File: src/rtl/beat_generator.sv
// Beat generator: turns the tempo terminal count into a one-cycle beat
// pulse, tracks the step within a measure and flags measure wrap.
module beat_generator #(
    parameter int TEMPO_W = 22,
    parameter int STEPS   = 8,
    parameter int STEP_W  = 3
) (
    input  logic               clk,
    input  logic               n_rst,
    input  logic [TEMPO_W-1:0] tempo,
    input  logic               run,
    input  logic               restart,
    output logic               beat_pulse,
    output logic [STEP_W-1:0]  step,
    output logic               measure_pulse
);

    typedef enum logic {
        IDLE = 1'b0,
        RUN  = 1'b1
    } state_t;

    localparam logic [STEP_W-1:0] LAST = STEP_W'(STEPS - 1);

    state_t             state_q;
    logic [TEMPO_W-1:0] cnt_q;
    logic [TEMPO_W-1:0] tempo_q;
    logic [STEP_W-1:0]  step_q;
    logic               beat_q;
    logic               meas_q;

    wire term = (cnt_q == tempo_q);

    always_ff @(posedge clk) begin
        if (!n_rst) begin
            state_q <= IDLE;
            cnt_q   <= '0;
            tempo_q <= '0;
            step_q  <= '0;
            beat_q  <= 1'b0;
            meas_q  <= 1'b0;
        end else if (restart) begin
            cnt_q   <= '0;
            tempo_q <= tempo;
            step_q  <= '0;
            beat_q  <= 1'b0;
            meas_q  <= 1'b0;
        end else begin
            beat_q <= 1'b0;
            meas_q <= 1'b0;
            unique case (state_q)
                IDLE: begin
                    cnt_q <= '0;
                    if (run) begin
                        state_q <= RUN;
                        tempo_q <= tempo;
                    end
                end
                RUN: begin
                    if (!run) begin
                        // Pause: step is kept so play resumes mid-measure
                        state_q <= IDLE;
                        cnt_q   <= '0;
                    end else if (term) begin
                        cnt_q   <= '0;
                        tempo_q <= tempo;
                        beat_q  <= 1'b1;
                        meas_q  <= (step_q == LAST);
                        step_q  <= (step_q == LAST) ? '0 : step_q + 1'b1;
                    end else begin
                        cnt_q <= cnt_q + 1'b1;
                    end
                end
                default: state_q <= IDLE;
            endcase
        end
    end

    assign beat_pulse    = beat_q;
    assign measure_pulse = meas_q;
    assign step          = step_q;

endmodule

File: config.mk
export PLATFORM = sky130hd
export DESIGN_NAME = beat_generator
export DESIGN_NICKNAME = d
export VERILOG_FILES = /design/src/rtl/beat_generator.sv
export SDC_FILE = /design/constraint.sdc
export NUM_CORES = 1
export LEC_CHECK = 0
export CELL_PAD_IN_SITES_DETAIL_PLACEMENT = 1
export CELL_PAD_IN_SITES_GLOBAL_PLACEMENT = 1
export CORE_ASPECT_RATIO = 0.7
export CORE_MARGIN = 4
export CORE_UTILIZATION = 45
export DETAILED_ROUTE_END_ITERATION = 12
export PLACE_DENSITY_LB_ADDON = 0.1
export SLEW_MARGIN = 20
export SYNTH_ARGS = -nofsm -noshare
export SYNTH_HDL_FRONTEND = slang
export SYNTH_SLANG_ARGS = --single-unit
File: constraint.sdc
create_clock -name clk -period 2.9 [get_ports clk]
set_clock_uncertainty 0.1 [all_clocks]
set_input_delay 0.58 -clock clk [delete_from_list [all_inputs] [get_ports clk]]
set_output_delay 0.58 -clock clk [all_outputs]
set_load 0.05 [all_outputs]
* Yosys cells after proc, flatten, opt, wreduce, memory -nomap -nowiden
Cells that the tools add are included.
Cells by class: add/sub/neg operators 2, eq/ne operators 5, multiplexer cells 11, bitwise gates (word level) 4, reductions and logical operators 5
Operators by type and width (number):
- 2-to-1 mux 22 bit | 6
- case mux 22 bit (2 select lines) | 2
- adder 22 x 1 -> 22 bit (second input constant) | 1
- equality test 22 bit | 1
- inequality test 3 bit (second input constant) | 2
- AND reduction 3 bit | 2
- OR reduction 5 bit | 1
- inverter 1 bit | 4
- OR reduction 4 bit | 1
- adder 3 x 1 -> 3 bit (second input constant) | 1
- equality test 3 bit (second input constant) | 1
- 2-to-1 mux 3 bit | 1
- inequality test 3 x 2 -> 1 bit (second input constant) | 1
- 2-to-1 mux 1 bit | 2
- OR reduction 2 bit | 1
Storage, ports and cells: register bits 50, input bits 26, logic and storage cells 33

* Longest topological paths before layout
Gate-level depths: netlist of the first run.
word-level depth 5, gate-level depth with buffers 7, mapped depth without buffers 6

* Worst setup path before layout of the first run
No wires, ideal clock.
kind reg-to-reg, start reg cnt_q[9], end reg step_q[0], in the netlist step[0], data arrival time 1550 ps, required time 2680 ps, path slack 1131 ps, cell stages (with the launch flop) 7, cells stage by stage dfxtp_1 -> xnor2_1 -> nand2_1 -> or3_1 -> or3_1 -> buf_2 -> mux2i_1
On the way: cells in the longest elaborated chain, start to end 2
Ends and longest elaborated chain:
- start: declaration | line 26 | logic [TEMPO_W-1:0] cnt_q;
- start signal: assignment | line 71 | cnt_q <= cnt_q + 1'b1;
- equality test 22 bit | line 32 | wire term = (cnt_q == tempo_q);
- AND reduction 3 bit (no source line)
- end signal: assignment | line 69 | step_q <= (step_q == LAST) ? '0 : step_q + 1'b1;
- end: declaration | line 28 | logic [STEP_W-1:0] step_q;
No other way between the ends. A chain may end at the register's enable or synchronous reset.

* Worst setup path in the final report of the first run
start reg step_q[0], in the netlist step[0], end out step[0]
RTL lines:
- end: declaration | line 14 | output logic [STEP_W-1:0] step,
No word-level cell between the ends.

==> results.md, run 1 <==
* Status: finished clean
* H-tree levels at 2
* Worst Setup Path Type: reg -> out
* WL/cell at 14.5 um
* CP arrival at 1520 ps
* Fill cell count at 614
* Syn Inst Count at 262
* Root buffer cell: clkbuf_8
* # DRC at 0
* Synth top area share at 0.423
* Highest Clock Rate at 455 MHz
* Cell taking the most area after synthesis: dfxtp_1
* Crit-path leading delay family: buffers and inverters
* Placed Instances at 354
* CTS Sinks at 50
* CTS resizes at 0
* Critical-path cell list: clkdlybuf4s50_1
* Full die area at 6500 um2
* Slew Viols, Final at 0
* CTS Buffer Depth at 2
* Crit start category: flip-flop
* Post-DP Area at 2710 um2
* Main combinational cell family by area after synthesis: simple AND/OR/NAND/NOR gates
* Pin slew with the least headroom to its limit at 535 ps
* Synthesis-to-layout area growth at 18.6%
* TritonCTS clock tree: built
* Worst Setup SP: step[0]
* Syn_nets at between 200 and 300
* Starting Density at 0.479
* Std-Cell Rows at 21
* Fin. Hold Viols at 0
* Largest net degree at the start of global routing at 35
* TritonCTS Buffers at 5
* Critical path depth in cells at 1
* Port bufs at 30
* Clock transition at path regs at 80 ps
* Hold path depth at 2
* Worst vdd ir at ~0.32 mV
* Share of layout cells above drive strength 1 at 0.0614
* Total grt overflow at 0
* Synth Area in Adders at 0.0159
* IO Pins at 31
* HPWL after detailed placement at between 3 and 4 mm
* ANT nets after route at 0
* Hold path start: tempo_q[9]
* Std-Cell Core Area at 4940 um2
* Final TNS setup at 0 ps
* Final period util at 0.758
* YS warnings at 0
* Number of synthesized register bits at 50
* Mux cell area share after synthesis at 0.110
* CP max stage delay at 820 ps
* Synth Flop Type: dfxtp_1
* Setup bufs post-CTS at 0
* Leakage Power at 1.10 nW
* Sequential share of the synthesized area at 0.423
* Drt pass-1 iters at 4
* Final cell count without fillers at between 300 and 400
* Syn Area/Cell at 9.03 um2
* RSZ-0062 raised after global routing: false
* Final setup violation count at 0
* Final WL at 5.25 mm
* Antenna Cells at 0
* Critical-path top delay cell: clkdlybuf4s50_1
* Reg2reg path depth at 6
* Synth Area in Simple Gates at 0.243
* Die W at 94.6 um
* Max-Cap Viols at 0
* Worst-path maximum fanout at 4
* Critical path required time at roughly 2200 ps
* Max-slew headroom at 0.640
* Cell variety after synth at 29
* Post-layout min period at 2200 ps
* First-pass GRT wire length at 8.63 mm
* Antenna violations before repair at 0
* Starting DRT DRC Count at 53
* Die height at around 69 um
* Hold Path Class: reg -> reg
* Number of global-route vias before repair at 1,849
* Hold_buf cts at 0
* Synth area leaders: dfxtp_1, mux2i_1, xor2_1, nand2_1, xnor2_1
* Via count at 1,823
* Later-pin clock latency in the skew report at 310 ps
* Final net count at roughly 320
* Post-synth EDFFs at 0
* Xor and xnor fraction of the mapped netlist area at 0.151
* Async set-reset flop share out of synthesis at 0
* Crit end category: output pin
* GRT Total Usage at 0.178
* Total power per unit cell area at 459 nW/um2
* Buffers & Inverters on Critical Path at 1
* Vias per cell at between 5 and 6
* R2R Path Start: cnt_q[3]
* Cell Area, Synth at 2360 um2
* Synth Area in Compound Gates at 0.0217
* Final instance area at 2810 um2
* Gp weighted congestion at 0.760
-- per-stage QoR --
| step | hold slack, ps | util | power (mW) | worst slack, ps |
|---|---|---|---|---|
| global route | 394 | 0.568 | 1.34 | 604 |
| floorplan | 350 | - | 0.826 | 1130 |
| global placement | 359 | 0.549 | 0.879 | 602 |
| detailed placement | 369 | 0.549 | 0.884 | 486 |
| finish | 376 | 0.568 | 1.29 | 703 |
| CTS | 381 | 0.568 | 1.30 | 689 |
-- worst register-to-register path, stage by stage (launching register included) --
cell and delay, ps:
dfxtp_1 360, xor2_1 160, nor4_1 500, and4_4 340
a311oi_4 90, buf_4 280, mux2i_1 180
-- per-layer routing --
layer	global-route usage	share of wire
met1	0.219	0.50
met2	0.302	0.44
met3	0.0531	0.042
met4	0.0540	0.011
met5	0	0
-- worst paths after layout --
| check | endpoint | slack (ps) |
|---|---|---|
| setup / recovery | step[0] | 700 |
| hold / removal | tempo_q[9] | 380 |
| setup reg to reg | tempo_q[20] | 770 |
| hold reg to reg | tempo_q[9] | 380 |
-- kinds of logic after synthesis --
family / count (synthesis)
AO/OA/AOI/OAI: 6
XOR/XNOR: 40
adder cells (fa/ha/maj): 3
buffers and inverters: 15
flip-flops: 50
multiplexers: 26
AND/OR/NAND/NOR: 122
-- area by class of cell --
type | instances | area [um2] | share of cell area
clock buffer | 7 | 86.3 | 0.0308
inverter | 4 | 15.0 | 0.00535
sequential | 50 | 1000 | 0.357
multi-input combinational | 197 | 1280 | 0.457
clock inverter | 1 | 5.00 | 0.00178
timing repair buffer | 34 | 330 | 0.118
tap | 69 | 86.3 | 0.0308
-- sequential cells by signal (all words and copies together) (netlist names) --
| register | count |
|---|---|
| cnt_q | 22 |
| tempo_q | 22 |
| beat_pulse | 1 |
| state_q | 1 |
| measure_pulse | 1 |
| step | 3 |
-- Yosys cell counts (2+ instances only) --
cell type	instances
or3_1	5
mux2i_1	26
nand4_1	7
buf_2	3
xnor2_1	13
ha_1	3
dfxtp_1	50
nand2_1	57
a21oi_1	2
nand3_1	8
clkbuf_1	5
nor3_1	2
nor2_1	26
nor4_1	3
and2_1	3
xor2_1	26
inv_1	4
buf_6	3
nor2b_1	3
and4_4	2
nor4_2	2
o21ai_0	2
-- report_power, final --
group	total, mW	switching [mW]	internal, mW
clock network	0.420	0.227	0.193
registers	0.728	0.0182	0.710
logic	0.139	0.0640	0.0746
total	1.29	0.309	0.977
-- layout by cell type, fill, tap and decap left out --
cell	synthesis	routed
mux2i_1	26	26
nand3_1	8	8
nand2_1	57	57
clkdlybuf4s50_1	0	30
dfxtp_1	50	50
nor4_2	2	2
nor3_1	2	2
or3_1	5	5
xnor2_2	1	1
xor2_1	26	26
and4_1	1	1
ha_1	3	3
o21ai_0	2	2
and3_1	1	1
o21ai_1	1	1
nand2b_1	1	1
xnor2_1	13	13
and4_4	2	2
buf_4	0	4
nand4_1	7	7
nor2_1	26	26
nor2b_1	3	3
clkbuf_1	5	1
nor4_1	3	3
inv_1	4	4
clkbuf_8	0	6
clkinv_2	0	1
a311oi_4	1	1
a21oi_1	2	2
and2_1	3	3
nand4_2	1	1
Note: power is estimated with default switching activity, not from simulation.
==> run 2, diff against run 1 <==
CORE_UTILIZATION = 41   (was 45)
clock period = 2.2 ns   (was 2.9 ns; I/O delays follow)
==> results.md, run 2 (same netlist as run 1, synthesis figures left out) <==
* Status: finished clean
* Die W at 98.8 um (+4.4%)
* Fill cell count at 635 (+3.4%)
* Share of layout cells above drive strength 1 at 0.0867 (+0.0252)
* Slew Viols, Final at 0 (unchanged)
* TritonCTS clock tree: built
* Max-Cap Viols at 0 (unchanged)
* Number of global-route vias before repair at 1,895 (+2.5%)
* Root buffer cell: clkbuf_8
* Hold Path Class: reg -> reg
* Flop2flop setup slack at 170 ps (-600 ps)
* Die height at 71.5 um (+4.2%)
* TritonCTS Buffers at 5 (unchanged)
* Antenna violations before repair at 0 (unchanged)
* Fin. Hold Viols at 0 (unchanged)
* Total grt overflow at 0 (unchanged)
* Final setup violation count at 0 (unchanged)
* Commonest non-fill, non-tap cells in the layout: nand2_1, dfxtp_1, clkdlybuf4s50_1
* Commonest non-fill, non-tap cell in the layout: nand2_1
* Worst Setup Path Type: reg -> out
* Clock share of power at 0.326 (about the same)
* Buffers & Inverters on Critical Path at 1 (unchanged)
* Final period util at 0.932
* Internal power at 1.30 mW (+33%)
* Port bufs at 30 (unchanged)
* Post-layout min period at 2050 ps
* Starting Density at 0.436 (-0.0426)
* Flop pwr share at 0.560 (-0.006)
* ANT nets after route at 0 (unchanged)
* Combinational share of power at 0.114 (+0.006)
* GRT Total Usage at 0.164 (-0.0133)
* Max-slew headroom at 0.633 (-0.00733)
* Antenna Cells at 0 (unchanged)
* Leakage Power at 1.15 nW (+4.3%)
* Full die area at 7070 um2 (+8.8%)
* WL/cell at 14.5 um (about the same)
* HPWL after detailed placement at 4.09 mm (+3.5%)
* Total power per unit cell area at 592 nW/um2 (+29%)
* Drt pass-1 iters at 4 (unchanged)
* Crit end category: output pin
* R2R Path Start: cnt_q[10]
* IO Pins at 31 (unchanged)
* Crit start category: flip-flop
* Largest net degree at the start of global routing at 29 (-17%)
* Highest Clock Rate at 488 MHz
* R2R Path End: tempo_q[20]
* Critical path depth in cells at 1 (unchanged)
* First-pass GRT wire length at 9.25 mm (+7.2%)
* Critical-path cell list: clkdlybuf4s50_1
* Worst Setup SP: step[0]
* Std-Cell Core Area at 5420 um2 (+9.8%)
* Pin slew with the least headroom to its limit at 546 ps (+10.9 ps)
* Std-Cell Rows at 22 (+4.8%)
* Critical path required time at 1660 ps (-560 ps)
* CTS Buffer Depth at 2 (unchanged)
* Starting DRT DRC Count at 28 (-47%)
* Setup bufs post-CTS at 0 (unchanged)
* Vias per cell at 4.97 (-1.4%)
* Via count at 1,847 (+1.3%)
* Crit-path leading delay family: buffers and inverters
* H-tree levels at 2 (unchanged)
* CP max stage delay at 820 ps (about the same)
* CP arrival at 1510 ps (about the same)
* Area of the multi-input gates at 1290 um2 (+0.49%)
* Reg2reg path depth at 7 (+1)
* Synthesis-to-layout area growth at 22.3%
* Final WL at 5.40 mm (+2.8%)
* Final TNS setup at 0 ps (unchanged)
* # DRC at 0 (unchanged)
* Final instance area at 2890 um2 (+3.1%)
* Sw Ratio at 0.242 (+0.00180)
* Final net count at 328 (+2.2%)
* FF+latch area at 1000 um2 (unchanged)
* Worst setup path end: step[0]
* RSZ-0062 raised after global routing: false
* CTS Sinks at 50 (unchanged)
* Clock transition at path regs at 90 ps (about the same)
* Later-pin clock latency in the skew report at 300 ps (about the same)
* Worst vdd ir at 0.263 mV (-18%)
* Post-DP Area at 2800 um2 (+3.0%)
* Gp weighted congestion at 0.729 (-4.1%)
* Switching power at 0.415 mW (+34%)
* Worst-path maximum fanout at 4 (unchanged)
* Critical-path top delay cell: clkdlybuf4s50_1
run 2: changes by cell type in the layout (fill, tap and decap cells not counted), sizes merged:
cell / previous run / this run
buf: 4 / 11
run 2: cell type report:
cell class                 instances  share of cell area
sequential                        50               0.346
clock inverter                     1             0.00173
multi-input combinational        197               0.445
inverter                           4             0.00519
clock buffer                       7              0.0298
tap                               72              0.0311
timing repair buffer              41               0.141
run 2: stage by stage:
step	setup WS, ps	hold slack (ps)	util	std cells	power (mW)
after floorplan	431	350	-	262	1.09
after global placement	253	361	0.515	364	1.17
after detailed placement	193	371	0.515	364	1.18
after CTS	130	384	0.532	372	1.73
after global routing	25.0	401	0.533	372	1.79
final	149	377	0.533	372	1.71
run 2: repair_timing:
item                       in CTS  in global routing
hold buffers                    0                  0
setup endpoints to repair       0                  1
resized for setup               0                  1
run 2: how the worst min path moves through the flow:
| stage | start | endpoint | depth (start not counted) |
|---|---|---|---|
| 6_report | tempo_q[16] | tempo_q[16] | 2 |
| 5_1_grt | tempo_q[16] | tempo_q[16] | 2 |
| 4_1_cts | tempo_q[1] | tempo_q[1] | 2 |
| 3_5_place_dp | tempo_q[1] | tempo_q[1] | 2 |
| 3_3_place_gp | tempo_q[16] | tempo_q[16] | 2 |
| 2_1_floorplan | tempo_q[0] | tempo_q[0] | 2 |
run 2: routing by layer:
layer | track usage | wire [um] | up-vias
met5 | 0 | 0 | -
met3 | 0.0477 | 244 | 2
met1 | 0.221 | 2690 | 872
li1 | - | - | 941
met2 | 0.267 | 2440 | 32
met4 | 0.0273 | 24 | 0
run 2: power groups by stage:
stage / clock (mW) / combinational [mW] / sequential, mW
finish: 0.559 / 0.195 / 0.959
global route: 0.607 / 0.216 / 0.963
CTS: 0.572 / 0.197 / 0.960
detailed placement: 0 / 0.195 / 0.981
global placement: 0 / 0.191 / 0.980
floorplan: 0 / 0.115 / 0.973
